File: config.mk
export PLATFORM = sky130hd
export DESIGN_NAME = idma_desc64_reg_submitter
export DESIGN_NICKNAME = d
export VERILOG_FILES = /design/src/rtl/idma_desc64_submit_pkg.sv /design/src/rtl/idma_desc64_addr_buffer.sv /design/src/rtl/idma_desc64_reg_submitter.sv
export SDC_FILE = /design/constraint.sdc
export NUM_CORES = 1
export LEC_CHECK = 0
export BUFFER_PORTS_ARGS = -buffer_cell sky130_fd_sc_hd__buf_4
export CORE_ASPECT_RATIO = 1.4
export CORE_MARGIN = 10
export CORE_UTILIZATION = 48
export DETAILED_ROUTE_END_ITERATION = 7
export GPL_TIMING_DRIVEN = 0
export PLACE_DENSITY = 0.83
export REMOVE_ABC_BUFFERS = 1
export SLEW_MARGIN = 10
export SYNTH_ARGS = -nofsm -noshare
export SYNTH_HDL_FRONTEND = slang
export SYNTH_SLANG_ARGS = --single-unit
File: constraint.sdc
create_clock -name clk_i -period 3.3 [get_ports clk_i]
set_clock_uncertainty 0.2 [all_clocks]
set_input_delay 0 -clock clk_i [delete_from_list [all_inputs] [get_ports clk_i]]
set_output_delay 0 -clock clk_i [all_outputs]
set_load 0.01 [all_outputs]
File: src/rtl/idma_desc64_submit_pkg.sv
// Shared types and constants for the desc64 regbus submitter.
// Offsets mirror the desc64 frontend register file layout.
package idma_desc64_submit_pkg;

    localparam logic [63:0] IDMA_DESC64_DESC_ADDR_OFFSET = 64'h0;
    localparam logic [63:0] IDMA_DESC64_STATUS_OFFSET    = 64'h8;

    typedef logic [1:0] state_t;
    localparam state_t ST_IDLE  = 2'd0;
    localparam state_t ST_WRITE = 2'd1;
    localparam state_t ST_READ  = 2'd2;
    localparam state_t ST_ERROR = 2'd3;

    typedef struct packed {
        logic [31:0] addr;
        logic        write;
        logic [63:0] wdata;
        logic [7:0]  wstrb;
        logic        valid;
    } submit_reg_req_t;

    typedef struct packed {
        logic [63:0] rdata;
        logic        error;
        logic        ready;
    } submit_reg_rsp_t;

endpackage

File: src/rtl/idma_desc64_addr_buffer.sv
// Depth x Width synchronous FIFO holding descriptor addresses awaiting submission.
// Pushes when full and pops when empty are ignored; head is visible combinationally.
module idma_desc64_addr_buffer #(
    parameter int unsigned Depth = 4,
    parameter int unsigned Width = 64
) (
    input  logic             clk_i,
    input  logic             rst_i,
    input  logic             push_i,
    input  logic [Width-1:0] data_i,
    input  logic             pop_i,
    output logic [Width-1:0] data_o,
    output logic             full_o,
    output logic             empty_o
);

    localparam int unsigned PtrWidth = (Depth > 1) ? $clog2(Depth) : 1;
    localparam int unsigned CntWidth = $clog2(Depth + 1);

    typedef logic [PtrWidth-1:0] ptr_t;
    localparam ptr_t LastPtr = ptr_t'(Depth - 1);

    logic [Width-1:0]    r_mem [Depth];
    ptr_t                r_wr_ptr;
    ptr_t                r_rd_ptr;
    logic [CntWidth-1:0] r_count;
    logic                w_push;
    logic                w_pop;

    function automatic ptr_t ptr_inc(input ptr_t p);
        return (p == LastPtr) ? '0 : p + ptr_t'(1);
    endfunction

    assign full_o  = (r_count == CntWidth'(Depth));
    assign empty_o = (r_count == '0);
    assign data_o  = r_mem[r_rd_ptr];
    assign w_push  = push_i && !full_o;
    assign w_pop   = pop_i && !empty_o;

    always_ff @(posedge clk_i) begin
        if (rst_i) begin
            r_wr_ptr <= '0;
            r_rd_ptr <= '0;
            r_count  <= '0;
        end else begin
            if (w_push) begin
                r_wr_ptr <= ptr_inc(r_wr_ptr);
            end
            if (w_pop) begin
                r_rd_ptr <= ptr_inc(r_rd_ptr);
            end
            case ({w_push, w_pop})
                2'b10:   r_count <= r_count + CntWidth'(1);
                2'b01:   r_count <= r_count - CntWidth'(1);
                default: r_count <= r_count;
            endcase
        end
    end

    // Storage needs no reset: emptiness is tracked by the count alone.
    always_ff @(posedge clk_i) begin
        if (w_push && !rst_i) begin
            r_mem[r_wr_ptr] <= data_i;
        end
    end

endmodule

File: src/rtl/idma_desc64_reg_submitter.sv
// Turns buffered descriptor addresses into regbus DESC_ADDR writes and serves STATUS polls.
// Write request appears two cycles after a push; the request is held until the frontend raises ready.
module idma_desc64_reg_submitter
    import idma_desc64_submit_pkg::*;
#(
    parameter type         reg_req_t      = idma_desc64_submit_pkg::submit_reg_req_t,
    parameter type         reg_rsp_t      = idma_desc64_submit_pkg::submit_reg_rsp_t,
    parameter logic [63:0] BaseAddr       = 64'h0,
    parameter logic [63:0] DescAddrOffset = IDMA_DESC64_DESC_ADDR_OFFSET,
    parameter logic [63:0] StatusOffset   = IDMA_DESC64_STATUS_OFFSET,
    parameter int unsigned Depth          = 4
) (
    input  logic        clk_i,
    input  logic        rst_i,
    input  logic [63:0] desc_addr_i,
    input  logic        desc_valid_i,
    output logic        desc_ready_o,
    input  logic        poll_valid_i,
    output logic        poll_ready_o,
    output logic        status_valid_o,
    output logic [63:0] status_rdata_o,
    output reg_req_t    reg_req_o,
    input  reg_rsp_t    reg_rsp_i,
    output logic        err_o,
    output logic [63:0] err_addr_o,
    input  logic        err_clear_i,
    output logic        busy_o
);

    state_t      r_state;
    logic        r_last_was_read;
    reg_req_t    r_req;
    logic        r_status_vld;
    logic [63:0] r_status_rdata;
    logic        r_err;
    logic [63:0] r_err_addr;

    logic        w_push;
    logic        w_pop;
    logic        w_full;
    logic        w_empty;
    logic [63:0] w_head;
    logic        w_idle;
    logic        w_sel_write;
    logic        w_sel_read;

    localparam int unsigned AddrWidth  = $bits(r_req.addr);
    localparam logic [63:0] DescAddr   = BaseAddr + DescAddrOffset;
    localparam logic [63:0] StatusAddr = BaseAddr + StatusOffset;

    idma_desc64_addr_buffer #(
        .Depth (Depth),
        .Width (64)
    ) i_addr_buffer (
        .clk_i   (clk_i),
        .rst_i   (rst_i),
        .push_i  (w_push),
        .data_i  (desc_addr_i),
        .pop_i   (w_pop),
        .data_o  (w_head),
        .full_o  (w_full),
        .empty_o (w_empty)
    );

    assign desc_ready_o = !w_full && !rst_i;
    assign w_push       = desc_valid_i && desc_ready_o;
    assign w_pop        = (r_state == ST_WRITE) && reg_rsp_i.ready;

    // A pending poll only wins over a queued write when the previous grant was a write.
    assign w_idle       = (r_state == ST_IDLE);
    assign w_sel_write  = w_idle && !w_empty && (!poll_valid_i || r_last_was_read);
    assign w_sel_read   = w_idle && !w_sel_write && poll_valid_i;
    assign poll_ready_o = w_sel_read && !rst_i;

    assign reg_req_o      = r_req;
    assign status_valid_o = r_status_vld;
    assign status_rdata_o = r_status_rdata;
    assign err_o          = r_err;
    assign err_addr_o     = r_err_addr;
    assign busy_o         = !w_empty || (r_state == ST_WRITE) || (r_state == ST_READ);

    always_ff @(posedge clk_i) begin
        if (rst_i) begin
            r_state         <= ST_IDLE;
            r_last_was_read <= 1'b0;
            r_req           <= '0;
            r_status_vld    <= 1'b0;
            r_status_rdata  <= '0;
            r_err           <= 1'b0;
            r_err_addr      <= '0;
        end else begin
            r_status_vld <= 1'b0;
            case (r_state)
                ST_IDLE: begin
                    if (w_sel_write) begin
                        r_req.valid <= 1'b1;
                        r_req.write <= 1'b1;
                        r_req.addr  <= DescAddr[AddrWidth-1:0];
                        r_req.wdata <= w_head;
                        r_req.wstrb <= '1;
                        r_state     <= ST_WRITE;
                    end else if (w_sel_read) begin
                        r_req.valid <= 1'b1;
                        r_req.write <= 1'b0;
                        r_req.addr  <= StatusAddr[AddrWidth-1:0];
                        r_req.wdata <= '0;
                        r_req.wstrb <= '0;
                        r_state     <= ST_READ;
                    end
                end
                ST_WRITE: begin
                    if (reg_rsp_i.ready) begin
                        r_req.valid     <= 1'b0;
                        r_last_was_read <= 1'b0;
                        if (reg_rsp_i.error) begin
                            r_err      <= 1'b1;
                            r_err_addr <= w_head;
                            r_state    <= ST_ERROR;
                        end else begin
                            r_state <= ST_IDLE;
                        end
                    end
                end
                ST_READ: begin
                    if (reg_rsp_i.ready) begin
                        r_req.valid     <= 1'b0;
                        r_last_was_read <= 1'b1;
                        r_status_vld    <= 1'b1;
                        r_status_rdata  <= reg_rsp_i.rdata;
                        if (reg_rsp_i.error) begin
                            r_err      <= 1'b1;
                            r_err_addr <= '0;
                            r_state    <= ST_ERROR;
                        end else begin
                            r_state <= ST_IDLE;
                        end
                    end
                end
                ST_ERROR: begin
                    if (err_clear_i) begin
                        r_err   <= 1'b0;
                        r_state <= ST_IDLE;
                    end
                end
                default: r_state <= ST_IDLE;
            endcase
        end
    end

endmodule

==> metrics.md, run 1 <==
| Metric | Value |
|---|---|
| Critical Path Source Type | `flip-flop` |
| Die Footprint | `0.0424 mm2` |
| Cell variety after synth | `40` |
| CP Max Fanout | `10` |
| Fraction of the cycle the final worst path needs | `a little over nine tenths` |
| Area delta synth->final | `40.8%` |
| NumNets Final | `1758` |
| I/O Buffers | `342` |
| Initial Util | `48.6%` |
| Gr usage total | `between 20% and 30%` |
| Post-synth top cells | `edfxtp_1 (256), dfxtp_1 (209), nand2_1 (139)` |
| Antenna violations before repair | `3` |
| CTS H-Tree Depth | `2` |
| Number of synthesized flops with an enable pin | `256` |
| Top FF cell, synth | `edfxtp_1` |
| Vias per std cell | `5.53` |
| Clock slew at the register clock pins of the worst setup and hold paths | `70 ps` |
| First-pass GRT wire length | `between 70 and 80 mm` |
| Max-slew violation count | `0` |
| Post-DP HPWL | `approximately 28 mm` |
| Grt ovf | `0` |
| Core ar. | `around 0.034 mm2` |
| WL final | `approximately 50 mm` |
| Crit end category | `flip-flop` |
| Sink Count | `approximately 470` |
| Crit path arrival time | `3400 ps` |
| Die X | `177 um` |
| Cells along the critical path | `inv_1, ha_1, nand2_1, nor4b_2, buf_4, buf_4, buf_2, buf_2, buf_4, a22o_1` |
| Setup TNS | `0 ps` |
| Num rows | `80` |
| PwrDens | `592 mW/mm2` |
| Slew HR | `28.8%` |
| Total power | `around 0.014 W` |
| DR iter-0 viols | `884` |
| Clock Tree Buf Depth | `3` |
| Post-route ant nets | `0` |
| Largest net degree at the start of global routing | `87` |
| Max VDD drop | `0.446 mV` |
| Routability cong. | `slightly below 0.8` |
| Sequential share of the synthesized area | `roughly 70%` |
| Synthesis Warnings | `0` |
| CP max stage delay | `610 ps` |
| Final setup violation count | `0` |
| Status | `completed` |
| Vias in the first global route | `around 13000` |
| Final hold vios | `0` |
| Slowest cell on the critical path | `nor4b_2` |
| CP dominant cell by count | `buf_4` |
| Tmin final | `just over 3000 ps` |
| Synth top area cells | `edfxtp_1 (46%), dfxtp_1 (25%), mux4_2 (8.7%)` |
| CTS tree | `yes` |
| Fraction of layout cells with a size suffix above 1 | `34.8%` |
| Drt drc | `0` |
| Floorplan die height | `240 um` |
| CP Data Required Time | `3580 ps` |
| Via count | `around 12000` |
| Hold Path Class | `input pin to flip-flop` |
| First drt pass iteration count | `5` |
| DR WL/cell | `24.0 um` |
| Area occupied by registers | `0.0119 mm2` |
| Worst slew pin tran | `approximately 1100 ps` |
| Clock root cell | `clkbuf_16` |
| Mapped Cells | `1048` |
| Leakage | `~9.1 nW` |
| Cell Area, Synth | `0.0165 mm2` |
| Mean Syn Cell Area | `about 16 um2` |
| Area share of the largest cell type after synthesis | `a little under half` |
| Area of the multi-input gates | `0.00415 mm2` |
| RSZ-0062 raised after global routing | `no` |
| Fmax | `321 MHz` |
| Maxcap violations | `0` |
| Synthesized flop and latch total | `roughly 470` |
| Clk_lat worst skew | `roughly 550 ps` |
| Filler cells | `2006` |
| Post-CTS Repair Setup Buffers | `0` |
| Critical path type | `flip-flop to flip-flop` |
| TritonCTS Buffers | `42` |
| Asr flop ratio synth | `0%` |
| I/O pins | `374` |
| Yosys top cell by area | `edfxtp_1` |
| Count leader, synth | `edfxtp_1` |
-- through the flow --
| stage | hold slack [ps] | cells | area [um2] | util [%] | setup slack (ps) |
|---|---|---|---|---|---|
| after global routing | 7.97 | 2099 | 23300 | 68.3 | 120 |
| after CTS | 3.33 | 2096 | 23200 | 68.3 | 335 |
| after detailed placement | 2.49 | 1788 | 19600 | 57.6 | 382 |
| after floorplan | -156 | 973 | 16000 | - | -3060 |
| after global placement | -1.21 | 1766 | 19200 | 56.3 | -7440 |
| final | 4.92 | 2104 | 23300 | 68.4 | 180 |
-- critical path, delay by kind of cell (launching register included) --
kind	cells	cell delay (ps)
compound gates	1	160
fa+ha+maj	1	280
buf+inv	6	1290
simple gates	2	750
flops	1	350
-- layout make-up --
| cell class | count | share of cell area, % |
|---|---|---|
| Antenna cell | 7 | 0.0753 |
| Clock buffer | 58 | 5.26 |
| Clock inverter | 20 | 0.559 |
| Inverter | 11 | 0.177 |
| Multi-Input combinational cell | 497 | 17.8 |
| Sequential cell | 465 | 51.0 |
| Tap cell | 451 | 2.42 |
| Timing Repair Buffer | 595 | 22.6 |
-- routing by layer --
metal | up-vias | global-route usage [%] | wire length (um)
met5 | - | 0 | 11
li1 | 5024 | - | -
met4 | 2 | 11.3 | 2320
met1 | 5801 | 24.7 | 17400
met3 | 175 | 6.37 | 4080
met2 | 634 | 41.7 | 26600
-- cells by family (layout without fill, tap and decap cells) --
logic type	count (synthesis)	in the layout	synth area share [%]
other cells	1	38	0.0227
buf+inv	116	684	4.03
compound gates	216	216	10.1
fa+ha+maj	11	11	0.878
flops	465	465	71.8
xor+xnor	2	2	0.106
mux	65	65	8.78
simple gates	172	172	4.29
-- what timing repair did --
item,CTS,global route
hold buffers,230,1
hold endpoints to repair,361,4
resized for setup,0,0
-- flip-flops by register name, indices dropped and copies added (netlist names), named ones only --
register,cells
err_addr_o,64
err_o,1
i_addr_buffer.r_count,3
i_addr_buffer.r_mem,256
i_addr_buffer.r_rd_ptr,2
i_addr_buffer.r_wr_ptr,2
r_last_was_read,1
r_state,2
reg_req_o,67
status_rdata_o,64
status_valid_o,1
-- final timing paths --
kind                   startpoint                          to  slack (ps)  cells after the start
setup / recovery       r_state[1]              err_addr_o[20]         180                     10
hold / removal    desc_addr_i[10]  i_addr_buffer.r_mem[1][10]           5                      2
setup reg to reg       r_state[1]              err_addr_o[20]         180                     10
hold reg to reg     err_addr_o[3]               err_addr_o[3]         280                      1
-- cell usage in the layout, fill, tap and decap left out, types with 3 or more instances in the layout --
master         instances
ha_1                  10
o31ai_1                3
mux4_2                64
clkinv_2               8
clkbuf_1               7
diode_2                7
buf_16                 7
inv_6                  3
clkbuf_8               7
nor2_1                10
a21oi_1               77
and2_4                 4
dlygate4sd3_1        231
or3_1                  3
a22o_1                69
buf_4                348
edfxtp_1             256
a22o_2                59
conb_1                31
buf_12                 7
clkbuf_16             44
dfxtp_1              207
inv_1                 11
nand2_1              138
clkinv_1               3
-- power by group --
group	internal [W]	switching [W]
clock	0.00263	0.00217
sequential	0.00645	0.000218
combinational	0.00111	0.00120
Note: power is estimated with default switching activity, not from simulation.
==> inputs of run 2 (changes only) <==
--- a/config.mk
+++ b/config.mk
@@ -6,12 +6,14 @@
 export NUM_CORES = 1
 export LEC_CHECK = 0
 export BUFFER_PORTS_ARGS = -buffer_cell sky130_fd_sc_hd__buf_4
+export CELL_PAD_IN_SITES_DETAIL_PLACEMENT = 1
+export CELL_PAD_IN_SITES_GLOBAL_PLACEMENT = 2
 export CORE_ASPECT_RATIO = 1.4
 export CORE_MARGIN = 10
-export CORE_UTILIZATION = 48
+export CORE_UTILIZATION = 34
 export DETAILED_ROUTE_END_ITERATION = 7
 export GPL_TIMING_DRIVEN = 0
-export PLACE_DENSITY = 0.83
+export PLACE_DENSITY = 0.84
 export REMOVE_ABC_BUFFERS = 1
 export SLEW_MARGIN = 10
 export SYNTH_ARGS = -nofsm -noshare
==> run 2 against run 1 <==
  * Die area grew 37%
  * Highest routed layer unchanged
  * Design area grew 2.8%
  * Clock-buffer cell count grew 10
  * Flip-flop and latch count is the same
  * Combinational power shrank 2%
  * Critical path type is now input pin to flip-flop
  * Via count shrank 3.0%
==> metrics.md, run 2 (same netlist as run 1, synthesis figures left out) <==
| Metric | Value |
|---|---|
| Status | `completed` |
| Fin area | `0.0239 mm2` |
| RSZ-0062 raised after global routing | `no` |
| Crit path arrival time | `3140 ps` |
| Cell family with most CP delay | `buffers and inverters` |
| Via count | `11292` |
| Placed cells | `about 2000` |
| Core ar. | `0.0480 mm2` |
| TritonCTS Buffers | `46` |
| Critical path type | `input pin to flip-flop` |
| Sink Count | `465` |
| PwrDens | `591 mW/mm2` |
| CTS H-Tree Depth | `2` |
| DR iter-0 viols | `409` |
| Tmin final | `between 2000 and 3000 ps` |
| Clock root cell | `clkbuf_16` |
| Die X | `between 200 and 250 um` |
| Antenna violations before repair | `3` |
| CP dominant cell by count | `inv_1` |
| Slew HR | `30.6%` |
| I/O Buffers | `342` |
| Max-slew violation count | `0` |
| Floorplan die height | `281 um` |
| CP Max Fanout | `86` |
| Number of flip-flops in the largest register | `approximately 260` |
| Cells along the critical path | `dlygate4sd3_1, buf_4, a211oi_1, inv_1, ha_1, inv_1, fa_1, xor2_1, or3_2, a21oi_1` |
| Hold Path Class | `input pin to flip-flop` |
| Grt ovf | `0` |
| Worst slew pin tran | `1040 ps` |
| Clk_lat worst skew | `570 ps` |
| WL final | `just over 50 mm` |
| Placed Area | `around 0.020 mm2` |
| DR WL/cell | `~22 um` |
| CP Buf/Inv Count | `4` |
| Crit end category | `flip-flop` |
| Largest Register | `i_addr_buffer.r_mem` |
| Maxcap violations | `0` |
| Commonest non-fill, non-tap cell in the layout | `buf_4` |
| Post-DP HPWL | `31.3 mm` |
| CTS tree | `yes` |
| Post-CTS Repair Setup Buffers | `0` |
| CP Data Required Time | `about 3600 ps` |
| Initial Util | `34.4%` |
| Final hold vios | `0` |
| First drt pass iteration count | `4` |
| Total power | `0.0141 W` |
| I/O pins | `around 370` |
| CP max stage delay | `780 ps` |
| Routability cong. | `0.733` |
| Clock slew at the register clock pins of the worst setup and hold paths | `about 60 ps` |
| Vias in the first global route | `12797` |
| Max VDD drop | `~0.38 mV` |
| Slowest cell on the critical path | `buf_4` |
| Critical Path Source Type | `input pin` |
| Drt drc | `0` |
| Die Footprint | `roughly 0.058 mm2` |
| Fmax | `351 MHz` |
| Vias per std cell | `4.88` |
| Most frequent cells in the layout | `buf_4 (350), dlygate4sd3_1 (261), edfxtp_1 (256)` |
| Final setup violation count | `0` |
| Gr usage total | `17.3%` |
| Leakage | `9.29 nW` |
| Filler cells | `4738` |
| NumNets Final | `1792` |
| Fraction of the cycle the final worst path needs | `a little under nine tenths` |
| Largest net degree at the start of global routing | `between 80 and 90` |
| Post-route ant nets | `0` |
| Num rows | `95` |
| Clock Tree Buf Depth | `3` |
| Fraction of layout cells with a size suffix above 1 | `34.2%` |
| First-pass GRT wire length | `77.8 mm` |
| Area delta synth->final | `44.8%` |
| Non-Filler Instances | `between 2000 and 2500` |
[run 2: worst paths after layout]
| path | startpoint | to | slack, ps | depth (start not counted) |
|---|---|---|---|---|
| setup / recovery | rst_i | i_addr_buffer.r_count[2] | 450 | 10 |
| hold / removal | desc_addr_i[12] | i_addr_buffer.r_mem[1][12] | 30 | 2 |
| setup reg to reg | i_addr_buffer.r_count[0] | i_addr_buffer.r_count[2] | 460 | 9 |
| hold reg to reg | reg_req_o[0] | reg_req_o[0] | 270 | 2 |
[run 2: cell type report]
type	instances	area [um2]	share of cell area [%]
antenna	2	5.00	0.0209
clock buffer	68	1360	5.68
clock inverter	18	154	0.643
inverter	11	41.3	0.173
multi-input combinational	497	4160	17.4
sequential	465	11900	49.6
tap	630	788	3.29
timing repair buffer	625	5550	23.2
[run 2: timing repair]
| item | CTS | global route |
|---|---|---|
| resized for setup | 0 | 0 |
| hold buffers | 260 | 1 |
| hold endpoints to repair | 360 | 2 |
[run 2: report_power, final]
group	leakage (nW)	switching, W	internal [W]
Clock	0.749	0.00227	0.00296
Sequential	4.02	0.000191	0.00645
Combinational	4.52	0.00116	0.00110
[run 2: per-layer routing]
layer / share of wire [%] / global-route usage, % / vias to the layer above
met5: 0.045 / 0 / -
met4: 2.5 / 5.21 / 4
met3: 8.1 / 5.52 / 85
met2: 52 / 31.2 / 398
met1: 37 / 18.9 / 5711
li1: - / - / 5094
[run 2: stage by stage]
stage          setup slack, ps  TNS (ps)  utilization, %  hold WS (ps)
3_5_place_dp               395         0            41.2          3.89
2_1_floorplan            -3060   -233650               -          -156
6_report                   453         0            49.8          25.8
4_1_cts                    446         0            49.8         0.623
5_1_grt                    258         0            49.8          8.90
3_3_place_gp             -8670  -1114990            40.3         -1.13
==> inputs of run 3 (changes only) <==
--- a/config.mk
+++ b/config.mk
@@ -8,7 +8,6 @@
 export BUFFER_PORTS_ARGS = -buffer_cell sky130_fd_sc_hd__buf_4
 export CELL_PAD_IN_SITES_DETAIL_PLACEMENT = 1
 export CELL_PAD_IN_SITES_GLOBAL_PLACEMENT = 2
-export CORE_ASPECT_RATIO = 1.4
 export CORE_MARGIN = 10
 export CORE_UTILIZATION = 34
 export DETAILED_ROUTE_END_ITERATION = 7
==> run 3 against run 2 <==
  * Design area is 2.8% higher
  * Sequential power is essentially flat
  * Combinational power is 6% higher
  * Non-clock buffer count increased by 50
  * Via count increased by 2.8%
  * Final cell count increased by 1.8%
  * Sequential share of layout area shrank 1.4 points
  * Die area is 0.22% lower
  * Critical path type is now flip-flop to flip-flop
==> metrics.md, run 3 (same netlist as run 1, synthesis figures left out) <==
| Metric | Value |
|---|---|
| PwrDens | `approximately 600 mW/mm2` |
| Maxcap violations | `0` |
| Switch Pwr | `0.00372 W` |
| Wl on met1 | `21.6 mm` |
| Worst reg2reg path endpoint | `err_addr_o[29]` |
| CP Buf/Inv Count | `7` |
| Fraction of the cycle the final worst path needs | `93.4%` |
| CP max stage delay | `610 ps` |
| Hold Path Depth | `2` |
| Final setup violation count | `0` |
| Area of the multi-input gates | `approximately 0.0042 mm2` |
| Slowest cell on the critical path | `nor4b_4` |
| Drt drc | `0` |
| Slew HR | `30.6%` |
| Placed Area | `0.0198 mm2` |
| WL final | `53.5 mm` |
| Worst slew pin tran | `1040 ps` |
| Tmin final | `3080 ps` |
| Met3 wire length | `4.02 mm` |
| Gr usage total | `18.2%` |
| Setup WS pre-CTS | `-98.1 ps` |
| Core ar. | `roughly 0.048 mm2` |
| Num rows | `80` |
| Floorplan die height | `241 um` |
| Internal | `roughly 0.011 W` |
| Grt ovf | `0` |
| Max-slew violation count | `0` |
| Vias per std cell | `4.93` |
| CP Data Required Time | `3630 ps` |
| Initial Util | `34.5%` |
| Commonest non-fill, non-tap cell in the layout | `buf_4` |
| Hold path endpoint | `i_addr_buffer.r_mem[0][23]` |
| Cells along the critical path | `inv_1, ha_1, nor4b_4, buf_6, buf_4, buf_2, buf_2, buf_4, buf_4, a22o_1` |
| Hold Path Origin | `desc_addr_i[23]` |
| Crit path arrival time | `3410 ps` |
| Crit Reg-Reg Startpoint | `r_state[0]` |
| Clk_lat worst skew | `590 ps` |
| Sequential share of power | `45.4%` |
| CP dominant cell by count | `buf_4` |
| Reg2reg path depth | `10` |
| Filler cells | `about 4700` |
| CTS H-Tree Depth | `2` |
| DR iter-0 viols | `615` |
| Antenna violations before repair | `1` |
| Non-Filler Instances | `~2400` |
| TritonCTS Buffers | `50` |
| CTS tree | `yes` |
| Fmax | `325 MHz` |
| RSZ-0062 raised after global routing | `no` |
| Status | `completed` |
| Placed cells | `1953` |
| Crit end category | `flip-flop` |
| Clock power share | `a little under two fifths` |
| First-pass GRT wire length | `81.4 mm` |
| Largest net degree at the start of global routing | `87` |
| Area occupied by registers | `0.0119 mm2` |
| Number of flip-flops in the largest register | `256` |
| Hold Path Class | `input pin to flip-flop` |
| Vias in the first global route | `13184` |
| Fraction of layout cells with a size suffix above 1 | `approximately a third` |
| Top Metal Used | `met5` |
| I/O pins | `374` |
| Largest Register | `i_addr_buffer.r_mem` |
| Via count | `roughly 12000` |
| DR WL/cell | `22.7 um` |
| Part of the power in combinational logic | `about 16%` |
| Cell family with most CP delay | `buffers and inverters` |
| Setup ws final | `between 200 and 250 ps` |
| Area delta synth->final | `48.8%` |
| Critical Path Source Type | `flip-flop` |
| Most frequent cells in the layout | `buf_4 (347), dlygate4sd3_1 (310), edfxtp_1 (256)` |
| N_diodes | `0` |
| NumNets Final | `1846` |
| Switching Share | `25.4%` |
| First drt pass iteration count | `5` |
| Reg2reg setup slack | `220 ps` |
| Clock Tree Buf Depth | `3` |
| Sink Count | `between 400 and 500` |
| Clock root cell | `clkbuf_16` |
| Final hold vios | `0` |
| Layout Utilization | `between 50% and 60%` |
| Critical path type | `flip-flop to flip-flop` |
| Max VDD drop | `0.382 mV` |
| Die X | `241 um` |
| Clock slew at the register clock pins of the worst setup and hold paths | `60 ps` |
| WL met2 | `roughly 27 mm` |
| CP Max Fanout | `9` |
| I/O Buffers | `342` |
| Post-DP HPWL | `31.7 mm` |
| Post-route ant nets | `0` |
| Leakage | `9.53 nW` |
| Die Footprint | `0.0578 mm2` |
| Fin area | `0.0246 mm2` |
| Routability cong. | `0.753` |
==> run 3: cell types whose count changed in the layout (fill, tap and decap cells not counted), sizes merged <==
cell,delta
dlygate4sd3,+49
clkbuf,+6
clkinvlp,+3
diode,-2
buf,+1
bufinv,+1
clkinv,-1
inv,-1
==> run 3: how the worst max path moves through the flow <==
stage / start / to / slack (ps) / cells after the start
2_1_floorplan: r_state[0] / err_addr_o[62] / -3060 / 4
3_3_place_gp: r_state[0] / err_addr_o[62] / -8070 / 4
3_5_place_dp: r_state[0] / err_addr_o[29] / -100 / 10
4_1_cts: r_state[0] / err_addr_o[40] / 190 / 10
5_1_grt: r_state[0] / err_addr_o[10] / 10 / 10
6_report: r_state[0] / err_addr_o[29] / 220 / 10
==> run 3: power groups by stage <==
stage               Clock [W]  Sequential [W]  Combinational (W)
floorplan                   0         0.00684           0.000757
global placement            0         0.00677            0.00173
detailed placement          0         0.00676            0.00190
CTS                   0.00570         0.00664            0.00234
global route          0.00596         0.00669            0.00259
finish                0.00559         0.00666            0.00240
==> run 3: per-layer routing <==
metal	global-route usage (%)	vias up
met5	0	-
met4	4.41	2
met3	5.43	59
met2	31.9	405
met1	21.4	5949
li1	-	5196
==> run 3: metrics by stage <==
step	TNS, ps	hold WS (ps)	total power [W]
finish	0	32.8	0.0146
global route	0	16.5	0.0152
CTS	0	0.376	0.0147
detailed placement	-812	4.31	0.00866
global placement	-1091640	-0.757	0.00850
floorplan	-233650	-156	0.00760
==> run 3: final cells by class <==
| class | instances | share of cell area, % |
|---|---|---|
| timing repair buffer | 675 | 24.8 |
| clock inverter | 20 | 0.702 |
| inverter | 11 | 0.168 |
| multi-input combinational | 497 | 16.9 |
| sequential | 465 | 48.3 |
| clock buffer | 74 | 6.03 |
| tap | 615 | 3.13 |
==> run 3: what timing repair did <==
action | in CTS | in global routing
buffers inserted | 0 | 0
gates resized for setup | 1 | 0
endpoints found under the hold margin | 357 | 0
hold buffers | 310 | 0
endpoints found under the setup margin | 9 | 0
==> run 3: worst register-to-register path, delay by kind of cell (launching register included) <==
| family | cells | cell delay, ps |
|---|---|---|
| simple gates | 1 | 610 |
| fa+ha+maj | 1 | 280 |
| flops | 1 | 400 |
| buf+inv | 7 | 1410 |
| compound gates | 1 | 140 |
